`src/rtl/gemm_rd_adapter_pkg.sv`:
```
// rtl/gemm_rd_adapter_pkg.sv - shared constants for the GEMM read-channel adapter
package gemm_pkg;

   localparam int DATA_W   = 128;
   localparam int BYTE_OFS = 4;

   localparam int ERR_W        = 3;
   localparam int ERR_DROP     = 0;
   localparam int ERR_MISALIGN = 1;
   localparam int ERR_UNSOL    = 2;

   // A GEMM byte address must land on a 128-bit word boundary.
   function automatic logic misaligned(input logic [31:0] byte_addr);
      return byte_addr[BYTE_OFS-1:0] != '0;
   endfunction

endpackage

```
`src/rtl/gemm_rd_adapter_if.sv`:
```
// rtl/gemm_rd_adapter_if.sv - GEMM-side and memory-side read channel signals
interface gemm_rd_adapter_if #(
   parameter int MEM_AW = 28
);
   import gemm_pkg::*;

   logic                vsi_start;
   logic                vsi_raddr_valid;
   logic [31:0]         vsi_raddr;
   logic                vsi_rdata_valid;
   logic [DATA_W-1:0]   vsi_rdata;
   logic                mem_req_valid;
   logic                mem_req_ready;
   logic [MEM_AW-1:0]   mem_req_addr;
   logic                mem_rsp_valid;
   logic [DATA_W-1:0]   mem_rsp_data;
   logic [3:0]          outst_cnt;
   logic [ERR_W-1:0]    err_flags;

   // Environment side: GEMM requests, memory ready and responses.
   modport master (
      output vsi_start, vsi_raddr_valid, vsi_raddr,
      output mem_req_ready, mem_rsp_valid, mem_rsp_data,
      input  vsi_rdata_valid, vsi_rdata, mem_req_valid, mem_req_addr,
      input  outst_cnt, err_flags
   );

   // Adapter side.
   modport slave (
      input  vsi_start, vsi_raddr_valid, vsi_raddr,
      input  mem_req_ready, mem_rsp_valid, mem_rsp_data,
      output vsi_rdata_valid, vsi_rdata, mem_req_valid, mem_req_addr,
      output outst_cnt, err_flags
   );

endinterface

```
`src/rtl/gemm_rd_adapter_sync_fifo.sv`:
```
// rtl/gemm_rd_adapter_sync_fifo.sv - synchronous FIFO, push accepted on full when popping
module gemm_sync_fifo #(
   parameter int WIDTH = 8,
   parameter int DEPTH = 4
) (
   input  logic             clk,
   input  logic             rst_n,
   input  logic             push,
   input  logic             pop,
   input  logic [WIDTH-1:0] din,
   output logic [WIDTH-1:0] dout,
   output logic             full,
   output logic             empty
);
   localparam int AW = $clog2(DEPTH);

   logic [WIDTH-1:0] mem [DEPTH];
   logic [AW:0]      wr_ptr;
   logic [AW:0]      rd_ptr;
   logic             do_push;
   logic             do_pop;

   // Extra pointer bit distinguishes full from empty when the indices match.
   assign empty   = (wr_ptr == rd_ptr);
   assign full    = (wr_ptr[AW-1:0] == rd_ptr[AW-1:0]) && (wr_ptr[AW] != rd_ptr[AW]);
   assign do_pop  = pop & ~empty;
   assign do_push = push & (~full | do_pop);
   assign dout    = mem[rd_ptr[AW-1:0]];

   // Pointer update; reset empties the FIFO immediately.
   always_ff @(posedge clk or negedge rst_n) begin
      if (!rst_n) begin
         wr_ptr <= '0;
         rd_ptr <= '0;
      end else begin
         if (do_push) wr_ptr <= wr_ptr + (AW+1)'(1);
         if (do_pop)  rd_ptr <= rd_ptr + (AW+1)'(1);
      end
   end

   // Storage write; contents are only observed through valid pointers.
   always_ff @(posedge clk) begin
      if (do_push) mem[wr_ptr[AW-1:0]] <= din;
   end

endmodule

```
`src/rtl/gemm_rd_adapter.sv`:
```
// rtl/gemm_rd_adapter.sv - queues GEMM reads, issues to SRAM with an in-flight cap, returns data in order
module gemm_rd_adapter
   import gemm_pkg::*;
#(
   parameter int REQ_DEPTH = 4,
   parameter int MAX_OUTST = 8,
   parameter int MEM_AW    = 28
) (
   input  logic              vsi_clk,
   input  logic              vsi_reset_n,
   gemm_rd_adapter_if.slave  bus
);
   logic [MEM_AW-1:0] head;
   logic              fifo_full;
   logic              fifo_empty;
   logic              issue;
   logic              rsp_ok;
   logic              rsp_unsol;
   logic [3:0]        outst_q;
   logic              rvalid_q;
   logic [DATA_W-1:0] rdata_q;
   logic [ERR_W-1:0]  err_q;
   logic [ERR_W-1:0]  err_set;

   gemm_sync_fifo #(
      .WIDTH (MEM_AW),
      .DEPTH (REQ_DEPTH)
   ) u_req_fifo (
      .clk   (vsi_clk),
      .rst_n (vsi_reset_n),
      .push  (bus.vsi_raddr_valid),
      .pop   (issue),
      .din   (bus.vsi_raddr[MEM_AW+BYTE_OFS-1:BYTE_OFS]),
      .dout  (head),
      .full  (fifo_full),
      .empty (fifo_empty)
   );

   // Request side depends only on registered state, never on mem_req_ready.
   assign bus.mem_req_valid = ~fifo_empty & (outst_q < 4'(MAX_OUTST));
   assign bus.mem_req_addr  = fifo_empty ? '0 : head;
   assign issue             = bus.mem_req_valid & bus.mem_req_ready;

   // A response only counts when something is actually in flight.
   assign rsp_ok    = bus.mem_rsp_valid & (outst_q != 4'd0);
   assign rsp_unsol = bus.mem_rsp_valid & (outst_q == 4'd0);

   // Collect this cycle's error events.
   always_comb begin
      err_set               = '0;
      err_set[ERR_DROP]     = bus.vsi_raddr_valid & fifo_full & ~issue;
      err_set[ERR_MISALIGN] = bus.vsi_raddr_valid & misaligned(bus.vsi_raddr);
      err_set[ERR_UNSOL]    = rsp_unsol;
   end

   // In-flight counter; the issue gate and rsp_ok keep it inside 0..MAX_OUTST.
   always_ff @(posedge vsi_clk or negedge vsi_reset_n) begin
      if (!vsi_reset_n) begin
         outst_q <= '0;
      end else if (issue && !rsp_ok) begin
         outst_q <= outst_q + 4'd1;
      end else if (!issue && rsp_ok) begin
         outst_q <= outst_q - 4'd1;
      end
   end

   // Registered response to GEMM; data holds between pulses.
   always_ff @(posedge vsi_clk or negedge vsi_reset_n) begin
      if (!vsi_reset_n) begin
         rvalid_q <= 1'b0;
         rdata_q  <= '0;
      end else begin
         rvalid_q <= rsp_ok;
         if (rsp_ok) rdata_q <= bus.mem_rsp_data;
      end
   end

   // Sticky error flags; a new event beats a simultaneous start clear.
   always_ff @(posedge vsi_clk or negedge vsi_reset_n) begin
      if (!vsi_reset_n) begin
         err_q <= '0;
      end else begin
         err_q <= (err_q & ~{ERR_W{bus.vsi_start}}) | err_set;
      end
   end

   assign bus.outst_cnt       = outst_q;
   assign bus.vsi_rdata_valid = rvalid_q;
   assign bus.vsi_rdata       = rdata_q;
   assign bus.err_flags       = err_q;

endmodule

```
`src/flat_wrapper.sv`:
```
// flat-port wrapper written by rule: the top's interface ports become plain ports
module gemm_rd_adapter_flat import gemm_pkg::*;
#(
   parameter int REQ_DEPTH = 4,
   parameter int MAX_OUTST = 8,
   parameter int MEM_AW    = 28
)
  (vsi_clk, vsi_reset_n, bus_vsi_start, bus_vsi_raddr_valid, bus_vsi_raddr, bus_mem_req_ready, bus_mem_rsp_valid, bus_mem_rsp_data, bus_vsi_rdata_valid, bus_vsi_rdata, bus_mem_req_valid, bus_mem_req_addr, bus_outst_cnt, bus_err_flags);
  gemm_rd_adapter_if #(.MEM_AW(MEM_AW)) bus_i ();
  input  logic vsi_clk;
  input  logic vsi_reset_n;
  input wire logic [$bits(bus_i.vsi_start)-1:0] bus_vsi_start;
  input wire logic [$bits(bus_i.vsi_raddr_valid)-1:0] bus_vsi_raddr_valid;
  input wire logic [$bits(bus_i.vsi_raddr)-1:0] bus_vsi_raddr;
  input wire logic [$bits(bus_i.mem_req_ready)-1:0] bus_mem_req_ready;
  input wire logic [$bits(bus_i.mem_rsp_valid)-1:0] bus_mem_rsp_valid;
  input wire logic [$bits(bus_i.mem_rsp_data)-1:0] bus_mem_rsp_data;
  output wire logic [$bits(bus_i.vsi_rdata_valid)-1:0] bus_vsi_rdata_valid;
  output wire logic [$bits(bus_i.vsi_rdata)-1:0] bus_vsi_rdata;
  output wire logic [$bits(bus_i.mem_req_valid)-1:0] bus_mem_req_valid;
  output wire logic [$bits(bus_i.mem_req_addr)-1:0] bus_mem_req_addr;
  output wire logic [$bits(bus_i.outst_cnt)-1:0] bus_outst_cnt;
  output wire logic [$bits(bus_i.err_flags)-1:0] bus_err_flags;
  assign bus_i.vsi_start = bus_vsi_start;
  assign bus_i.vsi_raddr_valid = bus_vsi_raddr_valid;
  assign bus_i.vsi_raddr = bus_vsi_raddr;
  assign bus_i.mem_req_ready = bus_mem_req_ready;
  assign bus_i.mem_rsp_valid = bus_mem_rsp_valid;
  assign bus_i.mem_rsp_data = bus_mem_rsp_data;
  assign bus_vsi_rdata_valid = bus_i.vsi_rdata_valid;
  assign bus_vsi_rdata = bus_i.vsi_rdata;
  assign bus_mem_req_valid = bus_i.mem_req_valid;
  assign bus_mem_req_addr = bus_i.mem_req_addr;
  assign bus_outst_cnt = bus_i.outst_cnt;
  assign bus_err_flags = bus_i.err_flags;
  gemm_rd_adapter #(.REQ_DEPTH(REQ_DEPTH), .MAX_OUTST(MAX_OUTST), .MEM_AW(MEM_AW)) u_core (.vsi_clk(vsi_clk), .vsi_reset_n(vsi_reset_n), .bus(bus_i));
endmodule
```
`config.mk`:
```
export PLATFORM = sky130hd
export DESIGN_NAME = gemm_rd_adapter_flat
export DESIGN_NICKNAME = d
export VERILOG_FILES = /design/src/rtl/gemm_rd_adapter_pkg.sv /design/src/rtl/gemm_rd_adapter_if.sv /design/src/rtl/gemm_rd_adapter_sync_fifo.sv /design/src/rtl/gemm_rd_adapter.sv /design/src/flat_wrapper.sv
export SDC_FILE = /design/constraint.sdc
export NUM_CORES = 1
export LEC_CHECK = 0
export CAP_MARGIN = 0
export CORE_UTILIZATION = 47
export CTS_BUF_LIST = sky130_fd_sc_hd__clkbuf_16
export CTS_CLUSTER_SIZE = 14
export DETAILED_ROUTE_END_ITERATION = 12
export GPL_ROUTABILITY_DRIVEN = 0
export MAX_ROUTING_LAYER = met4
export PLACE_DENSITY_LB_ADDON = 0.05
export SETUP_SLACK_MARGIN = 0.5
export SYNTH_ARGS = -nofsm -noshare
export SYNTH_HDL_FRONTEND = slang
export SYNTH_SLANG_ARGS = --single-unit
export TNS_END_PERCENT = 50
```
`constraint.sdc`:
```
create_clock -name vsi_clk -period 3.1 [get_ports vsi_clk]
set_input_delay 0.31 -clock vsi_clk [delete_from_list [all_inputs] [get_ports vsi_clk]]
set_output_delay 0.31 -clock vsi_clk [all_outputs]
set_load 0.02 [all_outputs]
```
# Yosys cells after proc, flatten, opt, wreduce, memory -nomap -nowiden

Memory sizes are Yosys's and may differ from the RTL's.
Cells that the tools add are included.

Add/sub/neg operators: 4
Equality and inequality tests: 3
Mux-type cells: 5
Order comparisons: 1
Reduce and logical (&&, ||, !) cells: 9
Bitwise gates (word level): 16

Operators with widths:

| kind                | count |
|---|---|
| $mux 28             | 1 |
| $and 1x1->1         | 9 |
| $mux 4              | 2 |
| $reduce_bool 4->1   | 2 |
| $add 3x1->3 const B | 2 |
| $add 4x1->4 const B | 1 |
| $logic_not 4->1     | 1 |
| $lt 4x4->1 const B  | 1 |
| $sub 4x1->4 const B | 1 |
| $and 3x3->3         | 1 |
| $eq 3x3->1          | 1 |
| $logic_and 1x1->1   | 3 |
| $not 1->1           | 3 |
| $not 3->3           | 1 |
| $or 3x3->3          | 1 |
| $eq 2x2->1          | 1 |
| $logic_not 1->1     | 2 |
| $mux 1              | 2 |
| $reduce_bool 2->1   | 1 |
| $ne 1x1->1          | 1 |
| $or 1x1->1          | 1 |

Memories kept: 1
Bits of input ports: 166
Output and inout bits: 165
Register bits: 142
Bits in writable memories: 112

Memories:

| memory                | words | bits a word | read ports | clocked after memory_dff | write ports | RTL line                        | RTL |
|---|---|---|---|---|---|---|---|
| u_core.u_req_fifo.mem | 4     | 28          | 1          | 0                        | 1           | gemm_rd_adapter_sync_fifo.sv:17 | `logic [WIDTH-1:0] mem [DEPTH];` |

# Logic depth before layout (Yosys ltp)

Gate-level depths: netlist (run 1).

Depth after elaboration: 9
Gate-level depth with buffers: 10
Gate-level depth less buffers: 8

# Modules after synthesis

Synthesis (run 1) repeated with hierarchy kept, for this count alone.

Cell total of the unflattened synthesis: 540
Area total of the unflattened synthesis: 10,391.2 um^2

By module, submodules not included:

| module          | instances | area each (um^2) | cells an instance |
|---|---|---|---|
| gemm_rd_adapter | 1         | 5,916.9          | 347 |
| gemm_sync_fifo  | 1         | 4,474.3          | 193 |

# Worst setup path before layout (run 1)

OpenSTA, ideal clock, no wires.

Path type: flip-flop to flip-flop
Start point: register u_core.outst_q[0], in the netlist u_core.bus.outst_cnt[0]
End point: register u_core.outst_q[3], in the netlist u_core.bus.outst_cnt[3]
Clock period less this slack: 2.670 ns
Required time: 2.969 ns
Path buffers: 1
Path slack: 0.430 ns
Cell stages (with the launch flop): 10
Data arrival time: 2.539 ns
Cell sequence: dfrtp_1 -> nor4_2 -> nand2b_4 -> buf_4 -> ha_1 -> inv_1 -> ha_1 -> or4_1 -> o211ai_1 -> o211ai_1

Longest elaborated chain between the ends: 6
Elaborated cells on any way between the ends: 14
Those cells by class: add/sub: 2; order compare: 1; mux: 2; bitwise: 3; reduce/logical: 6

Ends and longest elaborated chain:

| what                               | RTL line              | RTL |
|---|---|---|
| start, declared                    | gemm_rd_adapter.sv:19 | `logic [3:0] outst_q;` |
| start signal, assigned             | gemm_rd_adapter.sv:61 | `outst_q <= outst_q + 4'd1;` |
| start signal, assigned             | gemm_rd_adapter.sv:63 | `outst_q <= outst_q - 4'd1;` |
| $lt 4x4->1                         | gemm_rd_adapter.sv:40 | `assign bus.mem_req_valid = ~fifo_empty & (outst_q < 4'(MAX_OUTST));` |
| $and 1x1->1                        | gemm_rd_adapter.sv:40 |  |
| $and 1x1->1                        | gemm_rd_adapter.sv:42 | `assign issue = bus.mem_req_valid & bus.mem_req_ready;` |
| $logic_not 1->1                    | gemm_rd_adapter.sv:62 | `end else if (!issue && rsp_ok) begin` |
| $logic_and 1x1->1                  | gemm_rd_adapter.sv:62 |  |
| $reduce_bool 2->1 (no source line) | --                    |  |

Parallel ways exist; a longest one is shown, timed or not. The select of a mux whose other input is x is not followed.
A chain may end at the register's enable or synchronous reset.

# Worst setup path after layout (run 1)

Start point: register u_core.u_req_fifo.rd_ptr[0]
End point: output bus_mem_req_addr[12]

Longest elaborated chain between the ends: 2
Elaborated cells on any way between the ends: 3
Those cells by class: eq/ne: 1; mux: 1; memory: 1

Ends and longest elaborated chain:

| what                                              | RTL line                        | RTL |
|---|---|---|
| start, declared                                   | gemm_rd_adapter_sync_fifo.sv:19 | `logic [AW:0] rd_ptr;` |
| start signal, assigned                            | gemm_rd_adapter_sync_fifo.sv:37 | `if (do_pop) rd_ptr <= rd_ptr + (AW+1)'(1);` |
| $mem_v2 4x28 / $eq 3x3->1 (equally long branches) | --                              |  |
| $mux 28 (*)                                       | gemm_rd_adapter.sv:41           | `assign bus.mem_req_addr = fifo_empty ? '0 : head;` |
| end, declared                                     | flat_wrapper.sv:21              | `output wire logic [$bits(bus_i.mem_req_addr)-1:0] bus_mem_req_addr;` |

Mark *: on every way between the ends. The rest lies on a longest branch, timed or not.

==> results of run 1 <==
[cells by family after synthesis]
family,synth area share
flops,0.6647
mux,0.2394
simple gates,0.03102
buf+inv,0.03270
compound gates,0.01070
xor+xnor,0.009980
fa+ha+maj,0.01154
[metrics by stage]
step                      area [um2]  utilization  power (mW)
after floorplan                10410            -       8.669
after global placement         13870       0.6373       11.14
after detailed placement       13870       0.6373       11.30
after CTS                      14800       0.6801       14.40
after global routing           14850       0.6824       15.01
final                          14850       0.6825       14.30
[power by group]
part | internal [mW] | leakage (nW) | switching [mW]
registers | 4.48 | 2.68 | 0.519
clock network | 1.83 | 0.433 | 1.27
logic | 3.18 | 2.92 | 3.02
total | 9.49 | 6.04 | 4.81
[registers in the layout (all words and copies together) (netlist names)]
register                    flops
u_core.bus.err_flags            3
u_core.bus.outst_cnt            4
u_core.bus.vsi_rdata          128
u_core.bus.vsi_rdata_valid      1
u_core.u_req_fifo.mem         112
u_core.u_req_fifo.rd_ptr        3
u_core.u_req_fifo.wr_ptr        3
[cell type report]
type	count	area (um2)
Sequential cell	254	6923
Multi-Input combinational cell	246	3197
Clock buffer	27	675.6
Tap cell	280	350.3
Fill cell	1476	6908
Clock inverter	23	190.2
Antenna cell	3	7.507
Inverter	9	33.78
Timing Repair Buffer	348	3471
[worst max path at each step]
stage | to | slack [ps] | depth (start not counted)
after floorplan | u_core.bus.outst_cnt[3]$_DFFE_PN0P_ | 500 | 9
after global placement | u_core.bus.outst_cnt[3]$_DFFE_PN0P_ | 390 | 9
after detailed placement | u_core.bus.outst_cnt[3]$_DFFE_PN0P_ | 330 | 9
after CTS | bus_mem_req_addr[12] | 320 | 5
after global routing | bus_mem_req_addr[12] | 270 | 4
final | bus_mem_req_addr[12] | 380 | 4
[cell usage after synthesis, types with 3 or more instances]
| cell | n | area, um2 |
|---|---|---|
| inv_1 | 9 | 33.78 |
| mux2_2 | 29 | 326.6 |
| buf_2 | 5 | 25.02 |
| xnor2_1 | 6 | 52.55 |
| nand2_1 | 3 | 11.26 |
| nor3_1 | 3 | 15.01 |
| mux4_2 | 28 | 630.6 |
| buf_4 | 3 | 22.52 |
| ha_1 | 8 | 100.1 |
| nor2b_1 | 29 | 181.4 |
| mux2_4 | 100 | 1501 |
| and3_1 | 5 | 31.28 |
| clkbuf_1 | 3 | 11.26 |
| a21oi_1 | 3 | 15.01 |
| edfxtp_1 | 112 | 3363 |
| dfrtp_1 | 142 | 3553 |
| buf_12 | 11 | 220.2 |
| xor2_1 | 4 | 35.03 |
[routing by layer]
layer,track usage,part of all wire
met5,-,0
met4,0.07800,0.030
met3,0.06476,0.084
met2,0.3647,0.52
met1,0.2377,0.37
[critical path, delay by kind of cell (launching register included)]
kind / cells / cell delay, ps
flops: 1 / 470
buf+inv: 2 / 750
simple gates: 1 / 150
mux: 1 / 510
[what timing repair did]
item | CTS | global route
pin swaps | 2 | 0
resized for setup | 32 | 19
setup buffers | 2 | 4
endpoints found under the hold margin | 31 | 0
setup endpoints to repair | 30 | 25
hold buffers | 1 | 0
gates cloned | 1 | 0
==> impl_results.md, run 1 <==
- DR pass1 iterations: 6
- CTS tree: built
- Port bufs: 330
- Leakage power: 6.036 nW
- Commonest cells after routing, fill and taps aside: clkdlybuf4s50_1, dfrtp_1, edfxtp_1
- Largest net degree at the start of global routing: 130
- Layout cells sized above 1: 0.2613
- Period utilisation layout: 0.8778
- Clk_lat worst skew: 530 ps
- Status: finished clean
- Final min period: 2721 ps
- Slowest stage delay, CP: 540 ps
- DP Wirelength: 16.46 mm
- Final Hold Fails: 0
- Power Dens Cells: 963.1 mW/mm2
- Antenna viol nets, final: 0
- Crit-path max FO: 15
- CP max-delay cell: clkdlybuf4s50_1
- Initial antenna violation count: 2
- Crit-path cells: buf_12 > mux4_2 > nor2b_1 > clkdlybuf4s50_1
- Post-placement cell count: 1,129
- Clock tree buffer depth: 3
- Worst setup margin: 378.8 ps
- Via-to-Cell Ratio: 4.966
- First-pass GRT wire length: 35.49 mm
- RR Startpoint: u_core.u_req_fifo.rd_ptr[1]$_DFFE_PN0P_
- Post-synth EDFFs: 112
- Maxcap violations: 0
- Final Instance Count excl. Fillers: 1,190
- Die X: 150.8 um
- Critical R2R Capture: u_core.bus.outst_cnt[3]$_DFFE_PN0P_
- Worst Setup Start Kind: register
- Endpoint class of the critical path: output port
- Post-Syn Instances: 534
- Final slew viol count: 0
- Most common cell after layout, fill and taps aside: clkdlybuf4s50_1
- VDD IR max: 0.6266 mV
- Worst path arrival time: 2410 ps
- GRT overflow: 0
- Initial Util: 0.4783
- Routed WL: 23.93 mm
- Detailed Route Iter0 Violations: 196
- Hold WS: 236.3 ps
- Crit Path Class: reg2out
- Worst slack, placed: 332.6 ps
- Clock skew: 12.39 ps
- Clock buffer count from CTS: 27
- Via Count: 5,909
- Post-synthesis async set-or-reset flop share: 0.5591
- Mean Syn Cell Area: 19.49 um2
- Die H: 150.8 um
- Worst slew margin: 0.2520
- Setup violators final: 0
- Overall Global Routing Usage: 0.2143
- Crit. Startpoint: u_core.u_req_fifo.rd_ptr[0]$_DFFE_PN0P_
- Htree depth: 1
- Library cells used by synthesis: 42
- Fin nets: 1,061
- Core Box Area: 0.02176 mm2
- Setup TNS: 0 ps
- Vias in the first global route: 6,518
- Clk sinks: 254
- Slew @ Worst Pin: 1122 ps
- Seq/Total Area, Yosys: 0.6647
- Hold crit path type: in2async
- DIE AREA: 0.02274 mm2
- Placement row count: 54
- Synth Register Bits: 254
- Ys Warns: 0
- RSZ-0062 raised after global routing: true
- Reg clk slew, reported paths: 60 ps
- Reg2Reg Setup Slack: 430 ps
- DR DRC count: 0
- Mapped Area: 0.01041 mm2
- Max Fclk: 367.5 MHz
- Root Buffer Master: clkbuf_16
- Area Overhead vs Synth: 42.68%
- Routed len/inst: 20.11 um
- CP Data Required Time: 2790 ps
- Top FF cell, synth: dfrtp_1
- Post-Syn Nets: 709
- IO Pins: 331
- Reg2reg path depth: 9
Power figures use the tool's default switching activity.
==> run 2, diff against run 1 <==
- CORE_UTILIZATION: 47 -> 55
- DONT_BUFFER_PORTS: not set -> 1
- clock period: 3.1 -> 2.79 ns (I/O delays scaled with it)
==> impl_results.md, run 2 (synthesis gave the netlist of run 1 again) <==
- Status: finished, violations left
- Failing checks: hold timing
- Fillers: 1,114 (-25%)
- Sequential cell area: 0.006923 mm2 (unchanged)
- Tot Pwr: 14.28 mW (-0.14%)
- Layout cells sized above 1: 0.3483 (+0.08700)
- Via Count: 5,331 (-9.8%)
- Initial antenna violation count: 1 (-1)
- Clock tree buffer depth: 3 (unchanged)
- Endpoint class of the critical path: output port
- Setup violators final: 0 (unchanged)
- Max Fclk: 429.0 MHz
- RSZ-0062 raised after global routing: true
- Hold WS: -549.8 ps (-786.0 ps)
- Reg clk slew, reported paths: 60 ps (about the same)
- Overall Global Routing Usage: 0.2346 (+0.02028)
- Placement row count: 49 (-9.3%)
- Die H: 139.6 um (-7.5%)
- Hold crit path type: in2async
- Commonest cells after routing, fill and taps aside: dlygate4sd3_1, dfrtp_1, edfxtp_1
- CTS tree: built
- Vias in the first global route: 5,874 (-9.9%)
- Flop pwr share: 0.454 (+0.105)
- Largest net degree at the start of global routing: 143 (+10%)
- Antenna viol nets, final: 0 (unchanged)
- Worst slack, placed: 269.8 ps (-62.84 ps)
- Comb power frac: 0.329 (-0.105)
- CTS Hold Buffers Added: 160 (+159)
- Crit Path Class: reg2out
- Port bufs: 0 (-100%)
- Leakage power: 5.404 nW (-10%)
- Power Dens Cells: 1084 mW/mm2 (+13%)
- Crit-path max FO: 7 (-8)
- Sw frac: 0.3624 (+0.02591)
- Reg2reg path depth: 8 (-1)
- DR DRC count: 0 (unchanged)
- Crit-path cells: clkbuf_16 > mux4_2 > nor2b_2
- Most common cell after layout, fill and taps aside: dlygate4sd3_1
- Htree depth: 1 (unchanged)
- CP max-delay cell: dfrtp_2
- Clk_lat worst skew: 520 ps (about the same)
- Fin nets: 891 (-16%)
- Power share of the clock group: 0.217 (about the same)
- Clock buffer count from CTS: 25 (-7.4%)
- First-pass GRT wire length: 33.67 mm (-5.1%)
- Worst path arrival time: 2050 ps (-360 ps)
- WP depth: 3 (-1)
- Max FFs per register: 128 (unchanged)
- Via-to-Cell Ratio: 5.524 (+11%)
- GRT overflow: 0 (unchanged)
- IO Pins: 331 (unchanged)
- CP Data Required Time: 2510 ps (-280 ps)
- VDD IR max: 0.6315 mV (+0.79%)
- Area of the multi-input gates: 0.003321 mm2 (+3.9%)
- P_int: 9.105 mW (-4.0%)
- Final slew viol count: 0 (unchanged)
- Worst slew margin: 0.3461 (+0.09411)
- Maxcap violations: 0 (unchanged)
- DP Wirelength: 13.96 mm (-15%)
- Crit path max-delay family: flip-flops
- Routed len/inst: 23.22 um (+16%)
- Die X: 139.6 um (-7.5%)
- Worst Setup Start Kind: register
- Worst setup margin: 458.8 ps (+80.01 ps)
- Initial Util: 0.5696 (+0.09126)
- Slew @ Worst Pin: 980.8 ps (-141.2 ps)
- Setup TNS: 0 ps (unchanged)
- Core Box Area: 0.01827 mm2 (-16%)
- Slowest stage delay, CP: 570 ps (+30 ps)
- DR pass1 iterations: 4 (-2)
- Net Switching: 5.175 mW (+7.5%)
- Final Hold Fails: 142 (+142)
- Final min period: 2331 ps
- Area Overhead vs Synth: 26.57%
- Detailed Route Iter0 Violations: 265 (+35%)
- Clk sinks: 254 (unchanged)
- Root Buffer Master: clkbuf_16
- DIE AREA: 0.01947 mm2 (-14%)
- Clock skew: 13.21 ps (+0.8207 ps)
- Routed WL: 22.41 mm (-6.3%)
- Buf+Inv Stages, Crit Path: 1 (-1)
- Period utilisation layout: 0.8356
-- run 2: power by group through the flow --
stage / Sequential (mW) / Combinational [mW] / Clock (mW)
global route: 6.57 / 5.00 / 3.31
floorplan: 6.21 / 3.46 / 0
detailed placement: 6.49 / 3.93 / 0
CTS: 6.48 / 4.46 / 3.15
global placement: 6.48 / 3.85 / 0
finish: 6.48 / 4.70 / 3.09
-- run 2: final cells by class --
class / count / share of cell area
Multi-Input combinational cell: 246 / 0.2521
Clock buffer: 27 / 0.05130
Timing Repair Buffer: 180 / 0.1399
Tap cell: 229 / 0.02175
Inverter: 9 / 0.002755
Antenna cell: 1 / 0.0001900
Sequential cell: 254 / 0.5256
Clock inverter: 19 / 0.006365
-- run 2: worst paths after layout --
| path | from | endpoint | slack [ps] |
|---|---|---|---|
| setup / recovery | u_core.u_req_fifo.rd_ptr[0]$_DFFE_PN0P_ | bus_mem_req_addr[1] | 460 |
| hold / removal | vsi_reset_n | u_core.bus.vsi_rdata[104]$_DFFE_PN0P_ | -550 |
| setup reg to reg | u_core.bus.outst_cnt[2]$_DFFE_PN0P_ | u_core.bus.outst_cnt[3]$_DFFE_PN0P_ | 470 |
| hold reg to reg | u_core.u_req_fifo.rd_ptr[2]$_DFFE_PN0P_ | u_core.u_req_fifo.rd_ptr[2]$_DFFE_PN0P_ | 590 |
| max in group asynchronous | vsi_reset_n | u_core.bus.outst_cnt[3]$_DFFE_PN0P_ | 3070 |
| min in group vsi_clk | bus_vsi_raddr_valid | u_core.u_req_fifo.wr_ptr[2]$_DFFE_PN0P_ | 40 |
-- run 2: what timing repair did --
action,CTS,global route
buffers inserted,6,2
pin swaps,2,1
resized for setup,30,18
endpoints found under the setup margin,155,154
cloned,1,2
hold endpoints to repair,387,142
-- run 2: metrics by stage --
step / cell area, um2 / util / std cells / hold slack (ps)
after detailed placement: 10500 / 0.5749 / 747 / -14.54
after CTS: 13040 / 0.7137 / 960 / -568.7
after global routing: 13170 / 0.7209 / 965 / -574.5
after global placement: 10500 / 0.5749 / 747 / -14.04
final: 13170 / 0.7209 / 965 / -549.8
after floorplan: 10440 / - / 534 / -16.59
-- run 2: metal layers --
| layer | up-vias | track usage | part of all wire |
|---|---|---|---|
| li1 | 2352 | - | - |
| met1 | 2730 | 0.2729 | 0.38 |
| met2 | 219 | 0.4142 | 0.54 |
| met3 | 30 | 0.04921 | 0.063 |
| met4 | 0 | 0.06189 | 0.018 |
| met5 | - | - | 0 |
